===== src/rtl/fetch_stage_pkg.sv =====
// Shared constants and state encoding for the instruction-fetch stage.
// FETCH_PREFETCH_EN selects the 2-deep prefetch buffer instead of the 1-entry hold register.
package fetch_stage_pkg;

  localparam logic [31:0] NOP_INSTR_WORD = 32'h00000013;
  localparam int unsigned PC_INC = 4;

  typedef logic [1:0] fetch_state_t;
  localparam fetch_state_t ST_FETCH = 2'd0;
  localparam fetch_state_t ST_WAIT  = 2'd1;
  localparam fetch_state_t ST_HOLD  = 2'd2;

`ifdef FETCH_PREFETCH_EN
  localparam int FETCH_DEPTH = 2;
`else
  localparam int FETCH_DEPTH = 1;
`endif

endpackage


===== src/rtl/fetch_buffer.sv =====
// Response buffer for the fetch stage: hold register (DEPTH=1) or small FIFO (DEPTH=2).
// Shift-style storage; flush empties it, push and pop may happen in the same cycle.
module fetch_buffer
  import fetch_stage_pkg::*;
#(
  parameter int DEPTH = 1,
  parameter int W     = 42
) (
  input  logic         clock,
  input  logic         reset,
  input  logic         flush,
  input  logic         push,
  input  logic         pop,
  input  logic [W-1:0] wdata,
  output logic [W-1:0] head,
  output logic [1:0]   count
);

  logic [W-1:0] mem_q [DEPTH];
  logic [W-1:0] mem_d [DEPTH];
  logic [1:0]   cnt_q, cnt_d;

  always_comb begin
    mem_d = mem_q;
    cnt_d = cnt_q;
    if (flush) begin
      cnt_d = 2'd0;
    end else begin
      if (pop && cnt_q != 2'd0) begin
        for (int i = 0; i < DEPTH - 1; i++) mem_d[i] = mem_q[i+1];
        cnt_d = cnt_q - 2'd1;
      end
      // Write lands behind whatever survives the pop.
      if (push && int'(cnt_d) < DEPTH) begin
        for (int i = 0; i < DEPTH; i++) begin
          if (i == int'(cnt_d)) mem_d[i] = wdata;
        end
        cnt_d = cnt_d + 2'd1;
      end
    end
  end

  always_ff @(posedge clock or negedge reset) begin
    if (!reset) begin
      cnt_q <= 2'd0;
      for (int i = 0; i < DEPTH; i++) mem_q[i] <= '0;
    end else begin
      cnt_q <= cnt_d;
      mem_q <= mem_d;
    end
  end

  assign head  = mem_q[0];
  assign count = cnt_q;

endmodule


===== src/rtl/fetch_stage.sv =====
// Instruction-fetch stage: owns the PC, fetches over a req/ready + rvalid interface, redirects on branch.
// FETCH_PREFETCH_EN: two outstanding requests and a 2-entry response FIFO; otherwise single outstanding.
module fetch_stage
  import fetch_stage_pkg::*;
#(
  parameter int                 PC_SIZE   = 10,
  parameter logic [PC_SIZE-1:0] RESET_PC  = '0,
  parameter logic [31:0]        NOP_INSTR = NOP_INSTR_WORD
) (
  input  logic               clock,
  input  logic               reset,
  input  logic               id_stall,
  input  logic               branch_taken,
  input  logic [PC_SIZE-1:0] branch_target,
  output logic               imem_req,
  output logic [PC_SIZE-1:0] imem_addr,
  input  logic               imem_ready,
  input  logic               imem_rvalid,
  input  logic [31:0]        imem_rdata,
  output logic [PC_SIZE-1:0] PC_out,
  output logic [31:0]        instruction,
  output logic               if_valid,
  output logic [1:0]         dbg_state
);

  // Handshake: a request is accepted on any cycle with imem_req && imem_ready; each accepted request
  // returns exactly one imem_rvalid beat, in order, at least one cycle later. Decode takes the output
  // on any cycle with if_valid && !id_stall.
  localparam int BW = 32 + PC_SIZE;

  logic [PC_SIZE-1:0] pc_q, pc_d;
  logic [1:0]         osd_q, osd_d;
  logic [1:0]         disc_q, disc_d;
  logic [PC_SIZE-1:0] out_pc_q, out_pc_d;
  logic [31:0]        out_instr_q, out_instr_d;
  logic               out_valid_q, out_valid_d;

  logic [1:0]         buf_count;
  logic [BW-1:0]      buf_head, buf_wdata;
  logic               buf_push, buf_pop;
  logic               accept, rv_live, rv_drop, slot_free, load_out;
  logic [PC_SIZE-1:0] rsp_pc;
  logic [1:0]         inflight;

  // Credit: live outstanding requests plus buffered words never exceed the buffer depth.
  assign imem_req  = reset && (disc_q == 2'd0) &&
                     (({1'b0, osd_q} + {1'b0, buf_count}) < 3'(FETCH_DEPTH));
  assign imem_addr = pc_q;
  assign accept    = imem_req && imem_ready;
  assign rv_live   = imem_rvalid && (disc_q == 2'd0) && (osd_q != 2'd0);
  assign rv_drop   = imem_rvalid && (disc_q != 2'd0);

  // Live requests were issued back to back from the current redirect, so the oldest sits osd_q words back.
  assign rsp_pc    = pc_q - PC_SIZE'(PC_INC * osd_q);
  assign slot_free = !out_valid_q || !id_stall;
  assign load_out  = slot_free && (buf_count != 2'd0 || rv_live);
  assign buf_wdata = {imem_rdata, rsp_pc};
  assign buf_push  = !branch_taken && rv_live && !(load_out && buf_count == 2'd0);
  assign buf_pop   = !branch_taken && load_out && (buf_count != 2'd0);

  fetch_buffer #(
    .DEPTH (FETCH_DEPTH),
    .W     (BW)
  ) u_fetch_buffer (
    .clock (clock),
    .reset (reset),
    .flush (branch_taken),
    .push  (buf_push),
    .pop   (buf_pop),
    .wdata (buf_wdata),
    .head  (buf_head),
    .count (buf_count)
  );

  always_comb begin
    pc_d        = pc_q;
    osd_d       = osd_q;
    disc_d      = disc_q;
    out_pc_d    = out_pc_q;
    out_instr_d = out_instr_q;
    out_valid_d = out_valid_q;
    inflight    = disc_q + osd_q + {1'b0, accept};
    if (branch_taken) begin
      // Everything in flight becomes garbage; a beat arriving now retires one of them immediately.
      if (imem_rvalid && (disc_q != 2'd0 || osd_q != 2'd0)) inflight = inflight - 2'd1;
      pc_d        = branch_target;
      osd_d       = 2'd0;
      disc_d      = inflight;
      out_valid_d = 1'b0;
      out_instr_d = NOP_INSTR;
    end else begin
      if (accept) pc_d = pc_q + PC_SIZE'(PC_INC);
      osd_d  = osd_q + {1'b0, accept} - {1'b0, rv_live};
      disc_d = disc_q - {1'b0, rv_drop};
      if (load_out) begin
        out_valid_d = 1'b1;
        if (buf_count != 2'd0) begin
          {out_instr_d, out_pc_d} = buf_head;
        end else begin
          out_instr_d = imem_rdata;
          out_pc_d    = rsp_pc;
        end
      end else if (slot_free) begin
        out_valid_d = 1'b0;
        out_instr_d = NOP_INSTR;
      end
    end
  end

  always_ff @(posedge clock or negedge reset) begin
    if (!reset) begin
      pc_q        <= RESET_PC;
      osd_q       <= 2'd0;
      disc_q      <= 2'd0;
      out_pc_q    <= RESET_PC;
      out_instr_q <= NOP_INSTR;
      out_valid_q <= 1'b0;
    end else begin
      pc_q        <= pc_d;
      osd_q       <= osd_d;
      disc_q      <= disc_d;
      out_pc_q    <= out_pc_d;
      out_instr_q <= out_instr_d;
      out_valid_q <= out_valid_d;
    end
  end

  always_comb begin
    if (buf_count != 2'd0)                    dbg_state = ST_HOLD;
    else if (osd_q != 2'd0 || disc_q != 2'd0) dbg_state = ST_WAIT;
    else                                      dbg_state = ST_FETCH;
  end

  assign PC_out      = out_pc_q;
  assign instruction = out_instr_q;
  assign if_valid    = out_valid_q;

endmodule

===== config.mk =====
export PLATFORM = sky130hd
export DESIGN_NAME = fetch_stage
export DESIGN_NICKNAME = d
export VERILOG_FILES = /design/src/rtl/fetch_stage_pkg.sv /design/src/rtl/fetch_buffer.sv /design/src/rtl/fetch_stage.sv
export SDC_FILE = /design/constraint.sdc
export NUM_CORES = 1
export LEC_CHECK = 0
export ABC_AREA = 1
export CAP_MARGIN = 30
export CORE_ASPECT_RATIO = 0.9
export CORE_MARGIN = 2
export CORE_UTILIZATION = 46
export CTS_CLUSTER_DIAMETER = 200
export DETAILED_ROUTE_END_ITERATION = 10
export HOLD_SLACK_MARGIN = 0.15
export PLACE_DENSITY_LB_ADDON = 0.1
export SYNTH_ARGS = -nofsm -noshare
export SYNTH_HDL_FRONTEND = slang
export SYNTH_SLANG_ARGS = --single-unit
export TNS_END_PERCENT = 10

===== constraint.sdc =====
create_clock -name clock -period 2.5 [get_ports clock]
set_input_delay 0.375 -clock clock [delete_from_list [all_inputs] [get_ports clock]]
set_output_delay 0.375 -clock clock [all_outputs]
set_load 0.02 [all_outputs]

==> results_dict.tcl <==
set metrics [dict create \
    outcome "complete, no violations" \
    endpoint "imem_req" \
    drtIter0Drc 254 \
    reg2reg_slack_ns 0.18 \
    synthAdderAreaFrac_pct 3.54 \
    internal_power_uw 3920 \
    place_ws_ns 0.0103 \
    syn_to_final_growth_pct 29.9 \
    cts_made_buffers 9 \
    synthSimpleGateAreaFrac_pct 28.3 \
    finalMaxSlewViolations 0 \
    syn-cell-area_sq_um 4870 \
    hpwlAfterDp_microns 8050 \
    tns_ns 0 \
    clk_latency_ns 0.34 \
    die_h_microns 102 \
    cp.required_ns 2.12 \
    comb_power_share_pct 39.6 \
    max_cap_viol_count 0 \
    cts_buffer_depth 2 \
    fmax_ghz 0.424 \
    dr.max_layer_used "met4" \
    place.gp.congestion 0.860 \
    path_delay_family "adder cells" \
    fp.dieW_microns 113 \
    drc_errors 0 \
    cts.reportedPaths.clkPinSlew_ns 0.07 \
    layout_setup_ws_ns 0.143 \
    drt_pass1_iterations 5 \
    hp-class "input pin to asynchronous set/reset pin" \
    layout.nets 737 \
    ir_worst_vdd_mv 0.623 \
    slowest_stage "fa_1" \
    clock-sinks 101 \
    end_kind "output pin" \
    fin_skew_ns 0.00926 \
    htree_levels 3 \
    synth-main-ff-cell "dfrtp_1" \
    grt_antenna_before_repair 0 \
    synth_top_cell_by_area "dfrtp_1" \
    synth_cell_types 35 \
    cp_cell_sequence "ha_1 -> inv_1 -> fa_1 -> nand2_1 -> nor3_2 -> and2_1 -> clkdlybuf4s15_1" \
    grt-ovfl-total 0 \
    num_antenna_cells 0 \
    rsz0062_at_grt "yes" \
    cts_root_buf "clkbuf_16" \
    ys_ff_latch 101 \
    worst_pin_slew_ns 0.655 \
    period_share_pct 94.3 \
    die-area_sq_um 11400 \
    routed_via_density 4.98 \
    synth.mux.area_fraction_pct 0 \
    switching_share_pct 38.2 \
    routed_wl_microns 11500 \
    postSynthNetCount 633 \
    cts_hold_buf 0 \
    rows 35 \
    synth_warnings 0 \
    initial_utilization_pct 47.4 \
    met2_length_microns 5420 \
    worst_setup_path_start_kind "register" \
    cts_tree "yes" \
    worstSetupStartpoint "u_fetch_buffer.count[0]$_DFF_PN0_" \
    p_switching_uw 2420 \
    r2r-start "u_fetch_buffer.count[0]$_DFF_PN0_" \
    synth_top_family_by_area "simple AND/OR/NAND/NOR gates" \
    grt_pass1_wl_microns 19800 \
    reg2reg_to "disc_q[0]$_DFF_PN0_" \
    p_leak_uw 0.00316 \
    path_buf_inv 2 \
    p_clk_share_pct 21.6 \
    ys_async_sr_fraction_pct 100 \
    drive_gt1_share_pct 8.36 \
    synth_area_per_cell_sq_um 8.51 \
    crit_arrival_ns 1.98 \
    cpPeakStageDelay_ns 0.48 \
    synth_compound_area_share_pct 6.72 \
    cp.depth 7 \
    coreArea_sq_um 10300 \
    vias 4035 \
    cp_max_fo 3 \
    mostFrequentLayoutCell "nand2_1" \
    reg2reg_depth 11 \
    slew_headroom_pct 56.3 \
    ioPinCount 104 \
    routed_wire_length_per_instance_microns 14.2 \
    hold_viol 0 \
    synth_xor_area_share_pct 2.52 \
    grt_max_degree 53 \
    synth_enable_flop_cells 0 \
    period_needed_ns 2.36 \
    portBuffers 103 \
    wl_met3_microns 598 \
    power.density_nw_per_um2 1000 \
    wl_met1_microns 5340 \
    final_cell_mix "257 x nand2_1, 100 x clkdlybuf4s50_1, 98 x dfrtp_1" \
    ant_nets 0 \
    post_cts_buffers 0 \
    synth.area.top_cells "dfrtp_1 50%, nand2_1 20%, nand3_1 3.1%" \
    yosysSeqAreaShare_pct 51.9 \
    synth_top_cell_area_share_pct 50.3 \
    synthCells 573 \
    setup_viol_count_final 0 \
    grt_pass1_vias 4098 \
    path_class "register to output pin" \
    grt_usage_pct 21.6 \
    seq_power_share_pct 38.8 \
    fill_cells 917 \
]
-- worst min-delay path by stage --
| stage | from | endpoint | depth (start not counted) |
|---|---|---|---|
| 2_1_floorplan | reset | PC_out[0]$_DFFE_PN0P_ | 0 |
| 3_3_place_gp | u_fetch_buffer.head[14]$_DFFE_PN0P_ | u_fetch_buffer.head[14]$_DFFE_PN0P_ | 2 |
| 3_5_place_dp | u_fetch_buffer.head[21]$_DFFE_PN0P_ | u_fetch_buffer.head[21]$_DFFE_PN0P_ | 2 |
| 4_1_cts | reset | u_fetch_buffer.head[14]$_DFFE_PN0P_ | 2 |
| 5_1_grt | reset | u_fetch_buffer.head[14]$_DFFE_PN0P_ | 2 |
| 6_report | reset | u_fetch_buffer.head[14]$_DFFE_PN0P_ | 2 |
-- Yosys cell counts (2+ instances only) --
| master | number |
|---|---|
| nand2_1 | 257 |
| dfrtp_1 | 98 |
| inv_1 | 36 |
| nand3_1 | 30 |
| nor2_1 | 23 |
| o21ai_0 | 20 |
| a22oi_1 | 16 |
| xor2_1 | 12 |
| buf_4 | 9 |
| ha_1 | 9 |
| o21ai_1 | 9 |
| buf_6 | 7 |
| clkbuf_1 | 6 |
| nor3_1 | 4 |
| buf_2 | 3 |
| dfstp_2 | 3 |
| fa_1 | 3 |
| inv_2 | 3 |
| nor2_4 | 3 |
| or2_2 | 3 |
| nand3_4 | 2 |
| o211ai_1 | 2 |
| o22a_1 | 2 |
| xnor2_1 | 2 |
-- metrics by stage --
step / hold WS (ns) / cell area (sq um) / total power, uW / std cells / util [%]
after CTS: 0.178 / 6310 / 6360 / 811 / 61.3
after global placement: 0.458 / 6020 / 4900 / 795 / 58.5
final: 0.141 / 6330 / 6340 / 811 / 61.5
after global routing: 0.196 / 6330 / 6800 / 811 / 61.5
after detailed placement: 0.465 / 6020 / 4980 / 795 / 58.5
after floorplan: 0.0794 / 4870 / 3980 / 573 / -
-- layout make-up --
cell class | instances | area (sq um) | area share, %
multi-input combinational | 406 | 2020 | 31.9
clock buffer | 11 | 253 | 3.99
tap | 129 | 161 | 2.55
inverter | 41 | 163 | 2.57
sequential | 101 | 2530 | 40.0
timing repair buffer | 118 | 1160 | 18.3
clock inverter | 5 | 43.8 | 0.691
-- per-layer routing --
| metal | track usage [%] | vias up |
|---|---|---|
| met1 | 30.2 | 1915 |
| li1 | - | 1997 |
| met5 | 0 | - |
| met4 | 5.63 | 0 |
| met2 | 35.5 | 111 |
| met3 | 3.59 | 12 |
-- power by group through the flow --
stage / registers, uW / logic (uW) / clock network, uW
after floorplan: 2620 / 1360 / 0
after global placement: 2470 / 2440 / 0
after detailed placement: 2490 / 2490 / 0
after CTS: 2460 / 2500 / 1400
after global routing: 2520 / 2810 / 1460
final: 2460 / 2510 / 1370
-- registers in the layout, summed over array words and instances (netlist names) --
name                  count
imem_addr                10
instruction              32
u_fetch_buffer.head      42
disc_q                    2
PC_out                   10
if_valid                  1
u_fetch_buffer.count      2
osd_q                     2
-- logic make-up after synthesis --
| family | count (synthesis) |
|---|---|
| AO/OA/AOI/OAI | 52 |
| XOR/XNOR | 14 |
| adder cells (fa/ha/maj) | 12 |
| buffers and inverters | 66 |
| flip-flops | 101 |
| AND/OR/NAND/NOR | 328 |
-- what timing repair did --
item,4_1_cts,5_1_grt
endpoints found under the hold margin,0,0
gates cloned,0,0
endpoints found under the setup margin,1,25
resized for setup,1,8
Note: power is estimated with default switching activity, not from simulation.
